[config.mk]
export PLATFORM = sky130hd
export DESIGN_NAME = alu_cmd_sequencer
export DESIGN_NICKNAME = d
export VERILOG_FILES = /design/src/rtl/alu_cmd_sequencer.sv
export SDC_FILE = /design/constraint.sdc
export NUM_CORES = 1
export LEC_CHECK = 0
export CAP_MARGIN = 20
export CORE_UTILIZATION = 38
export CTS_CLUSTER_DIAMETER = 100
export DETAILED_ROUTE_END_ITERATION = 10
export GPL_TIMING_DRIVEN = 0
export HOLD_SLACK_MARGIN = 0.05
export PLACE_DENSITY = 0.63
export SKIP_LAST_GASP = 1
export SLEW_MARGIN = 20
export SYNTH_ARGS = -nofsm -noshare
export SYNTH_HDL_FRONTEND = slang
export SYNTH_SLANG_ARGS = --single-unit
[constraint.sdc]
create_clock -name clk -period 2.68 [get_ports clk]
set_input_delay 0.536 -clock clk [delete_from_list [all_inputs] [get_ports clk]]
set_output_delay 0.536 -clock clk [all_outputs]
set_load 0.005 [all_outputs]
[src/rtl/alu_cmd_sequencer.sv]
// alu_cmd_sequencer: packet-level controller between the UART and the ALU.
// Parses SYNC,F,A,B,CS command frames, runs the ALU for one cycle on a good
// frame and answers with a RESP,result,status frame over the TX handshake.
module alu_cmd_sequencer #(
  parameter logic [7:0] SYNC_BYTE      = 8'hA5,
  parameter logic [7:0] RESP_BYTE      = 8'h5A,
  parameter int         TIMEOUT_CYCLES = 50000
) (
  input  logic       clk,
  input  logic       rst,
  input  logic [7:0] rx_data,
  input  logic       rx_complete,
  input  logic       rx_error,
  input  logic       tx_busy,
  input  logic [7:0] alu_result,
  output logic [7:0] txd,
  output logic       tx_en,
  output logic [7:0] a_reg,
  output logic [7:0] b_reg,
  output logic [3:0] f_reg,
  output logic       busy,
  output logic       frame_done
);

  localparam int TW = $clog2(TIMEOUT_CYCLES + 1);

  typedef enum logic [3:0] {
    IDLE, GET_F, GET_A, GET_B, GET_CS, EXEC, TX_HDR, TX_RES, TX_STS, TX_WAIT
  } state_t;

  state_t        state, ret_state;
  logic [7:0]    f_sh, a_sh, b_sh;
  logic [7:0]    result, status;
  logic [TW-1:0] tmo;
  logic          guard;
  logic          tmo_hit;
  logic [7:0]    csum;

  // Idle gap inside a frame reaches the limit on this cycle
  assign tmo_hit = (tmo == TW'(TIMEOUT_CYCLES - 1));
  assign csum    = f_sh ^ a_sh ^ b_sh;
  assign busy    = (state != IDLE);

  // Frame parser, execute step and response transmitter in one FSM
  always_ff @(posedge clk or posedge rst) begin
    if (rst) begin
      state      <= IDLE;
      ret_state  <= IDLE;
      txd        <= '0;
      tx_en      <= 1'b0;
      a_reg      <= '0;
      b_reg      <= '0;
      f_reg      <= '0;
      frame_done <= 1'b0;
      f_sh       <= '0;
      a_sh       <= '0;
      b_sh       <= '0;
      result     <= '0;
      status     <= '0;
      tmo        <= '0;
      guard      <= 1'b0;
    end else begin
      tx_en      <= 1'b0;
      frame_done <= 1'b0;
      case (state)
        IDLE: begin
          if (rx_complete && !rx_error && rx_data == SYNC_BYTE) begin
            state <= GET_F;
            tmo   <= '0;
          end
        end
        GET_F, GET_A, GET_B, GET_CS: begin
          // A line error on the current byte outranks its completion
          if (rx_error) begin
            status <= 8'h02;
            result <= 8'h00;
            tmo    <= '0;
            state  <= TX_HDR;
          end else if (rx_complete) begin
            tmo <= '0;
            case (state)
              GET_F: begin f_sh <= rx_data; state <= GET_A; end
              GET_A: begin a_sh <= rx_data; state <= GET_B; end
              GET_B: begin b_sh <= rx_data; state <= GET_CS; end
              default: begin
                if (rx_data == csum) begin
                  a_reg <= a_sh;
                  b_reg <= b_sh;
                  f_reg <= f_sh[3:0];
                  state <= EXEC;
                end else begin
                  status <= 8'h01;
                  result <= 8'h00;
                  state  <= TX_HDR;
                end
              end
            endcase
          end else if (tmo_hit) begin
            status <= 8'h04;
            result <= 8'h00;
            tmo    <= '0;
            state  <= TX_HDR;
          end else begin
            tmo <= tmo + TW'(1);
          end
        end
        EXEC: begin
          // Operands settled through the ALU during this cycle
          result <= alu_result;
          status <= 8'h00;
          state  <= TX_HDR;
        end
        TX_HDR: begin
          if (!tx_busy) begin
            txd       <= RESP_BYTE;
            tx_en     <= 1'b1;
            guard     <= 1'b1;
            ret_state <= TX_RES;
            state     <= TX_WAIT;
          end
        end
        TX_RES: begin
          if (!tx_busy) begin
            txd       <= result;
            tx_en     <= 1'b1;
            guard     <= 1'b1;
            ret_state <= TX_STS;
            state     <= TX_WAIT;
          end
        end
        TX_STS: begin
          if (!tx_busy) begin
            txd        <= status;
            tx_en      <= 1'b1;
            frame_done <= 1'b1;
            guard      <= 1'b1;
            ret_state  <= IDLE;
            state      <= TX_WAIT;
          end
        end
        TX_WAIT: begin
          // tx_busy only rises a cycle after the strobe, so skip one cycle
          if (guard) guard <= 1'b0;
          else if (!tx_busy) state <= ret_state;
        end
        default: state <= IDLE;
      endcase
    end
  end

endmodule

==> flow_summary.json <==
{
  "cts_hold_repair.buffers": 0,
  "place.gp.congestion": 0.845,
  "timing.slew.headroom_pct": 53.7,
  "regMostFlops": "tmo",
  "grt_pass1_vias": 2979,
  "grt_max_degree": 34,
  "final_util_pct": 49.0,
  "path_clk_slew_ns": 0.09,
  "yosys.area.top_type_share_pct": 52.9,
  "synth_nets": 377,
  "finalSetupTns_ns": 0,
  "die_h_um": 107,
  "async_flop_share_pct": 100,
  "layout-drive-gt1-share_pct": 17.9,
  "antennaDiodeCount": 0,
  "r2r_slack_ns": 0.33,
  "synthFlopType": "dfrtp_1",
  "grt_pass1_wl_um": 14600,
  "cts.sinks": 88,
  "syn_to_final_growth_pct": 23.2,
  "crit_type": "primary input to register",
  "place_ws_ns": -0.283,
  "rsz0062_at_grt": "false",
  "drt_iter0_markers": 128,
  "drc_errors": 0,
  "drt_wl_total_um": 8600,
  "wl_per_cell_um": 15.4,
  "port_buffers": 51,
  "vias_per_cell": 5.24,
  "syn_area_um2": 4160,
  "yosysSeqAreaShare_pct": 52.9,
  "end_kind": "register",
  "synthDistinctLibCells": 47,
  "synth.ff_latch_count": 88,
  "crit_path_start_kind": "primary input",
  "worstRegToRegCells": 4,
  "grt_usage_pct": 16.4,
  "synth_edf_count": 0,
  "ys_top_cells_by_area": "dfrtp_1 (53%), mux2_4 (6.9%), mux2_2 (6.8%)",
  "synth_cells": 355,
  "num_rows": 37,
  "pwr_density_cell_nw_per_um2": 939,
  "hpwl_um": 6020,
  "max_freq_mhz": 394,
  "gr-total-overflow": 0,
  "antenna_found_initial": 0,
  "drtAntennaViolNets": 0,
  "syn_avg_cell_area_um2": 11.7,
  "multi_input_area_um2": 1830,
  "skew_ns": 0.0125,
  "cts_made_buffers": 9,
  "ios": 52,
  "synthMostInstantiatedCell": "dfrtp_1",
  "h-tree-depth": 3,
  "yosysWarnings": 0,
  "finalSetupViolations": 0,
  "fillers": 956,
  "regArea_um2": 2200,
  "cp.arrival_ns": 2.79,
  "die_w_um": 107,
  "cap_violations": 0,
  "clk_latency_ns": 0.36,
  "yosys-top-cells-count": "dfrtp_1 (88), nand2_1 (28), mux2_2 (25)",
  "hold_class": "register to register",
  "cts_tree": "built",
  "synth_top_cell_by_area": "dfrtp_1",
  "cts_resized": 0,
  "r2r-end": "b_sh[7]",
  "fin_crit_sh_pct": 94.7,
  "coreArea_um2": 10500,
  "hold_path_end": "txd[6]",
  "period_minus_slack_ns": 2.54,
  "p_leak_uw": 0.00227,
  "hold_viol": 0,
  "start_util_pct": 39.8,
  "maxSlewViolCount": 0,
  "design_area_um2": 5130,
  "timing.final.ws_setup_ns": 0.142,
  "vias": 2936,
  "cts_setup_buffers": 0,
  "min-delay-start": "txd[6]",
  "cts-root-buf": "clkbuf_8",
  "reg2reg_from": "state[1]",
  "dieArea_um2": 11400,
  "crit_path_max_fanout": 10,
  "required_ns": 2.93,
  "drtPass1Iterations": 4,
  "status": "complete, no violations",
  "fin_nets": 441,
  "dpl_cell_area_um2": 4890,
  "max_slew.worst_pin.slew_ns": 0.693,
  "largest_reg_flops": 16,
  "min_path_cells": 2,
  "ir_drop_v": 0.000347,
  "clockBufferDepth": 2
}
==> worst max path at each step <==
stage / start / end / cells past startpoint
after floorplan: rx_data[1] / a_reg[0] / 6
after CTS: rx_data[1] / tmo[11] / 8
after global placement: rx_data[1] / tmo[13] / 8
after detailed placement: rx_data[1] / tmo[11] / 8
after global routing: rx_data[2] / tmo[11] / 8
final: rx_complete / b_sh[7] / 5
==> kinds of logic (layout without fill, tap and decap cells) <==
group / count (synthesis) / after routing / share of synthesized area [%]
multiplexers: 45 / 45 / 13.9
XOR/XNOR: 33 / 33 / 6.94
adder cells (fa/ha/maj): 1 / 1 / 0.301
buffers and inverters: 28 / 97 / 3.52
AND/OR/NAND/NOR: 102 / 102 / 12.7
AO/OA/AOI/OAI: 58 / 58 / 9.80
flip-flops: 88 / 88 / 52.9
==> report_power, final <==
part	internal (uW)	switching, uW
clock	561	494
combinational	872	945
sequential	1690	260
total	3120	1700
==> worst max-delay path, cell delays in order <==
cell and delay (ns):
clkdlybuf4s50_1 0.47, nor2b_1 0.32, clkbuf_1 0.38, nand4_1 0.59, mux2_2 0.48
==> cell usage in the layout (no fill, tap or decap), types with 4 or more instances in the layout <==
cell type | netlist | routed
dfrtp_1 | 88 | 88
clkdlybuf4s50_1 | 0 | 51
nand2_1 | 28 | 28
mux2_2 | 25 | 25
nor2_1 | 20 | 20
o21ai_0 | 19 | 19
mux2_4 | 19 | 19
xor2_1 | 17 | 17
xnor2_1 | 16 | 16
nand4_1 | 12 | 12
a22o_1 | 12 | 12
clkbuf_1 | 9 | 10
inv_1 | 11 | 10
nand3_1 | 10 | 10
clkbuf_8 | 0 | 10
and3_1 | 9 | 9
nand2b_1 | 6 | 6
o31ai_1 | 4 | 4
buf_12 | 2 | 4
a21oi_1 | 4 | 4
o22ai_1 | 4 | 4
==> area by class of cell <==
class	instances	share of cell area, %
Buffer	16	1.98
Clock buffer	11	2.76
Clock inverter	5	1.73
Inverter	12	0.951
Multi-Input combinational cell	239	35.6
Sequential cell	88	42.9
Tap cell	136	3.32
Timing Repair Buffer	53	10.7
==> layer usage <==
metal / wire (um) / global-route usage, %
met3: 324 / 3.34
met4: 136 / 6.36
met5: 0 / 0
met2: 3930 / 25.1
met1: 4210 / 22.8
==> stage by stage <==
stage,instances,total power [uW],hold WS (ns)
2_1_floorplan,355,3250,0.457
3_3_place_gp,542,3710,0.452
3_5_place_dp,544,3760,0.458
4_1_cts,560,4830,0.479
5_1_grt,560,5160,0.499
6_report,560,4820,0.469
No activity file was read; power rests on OpenSTA's default activity.
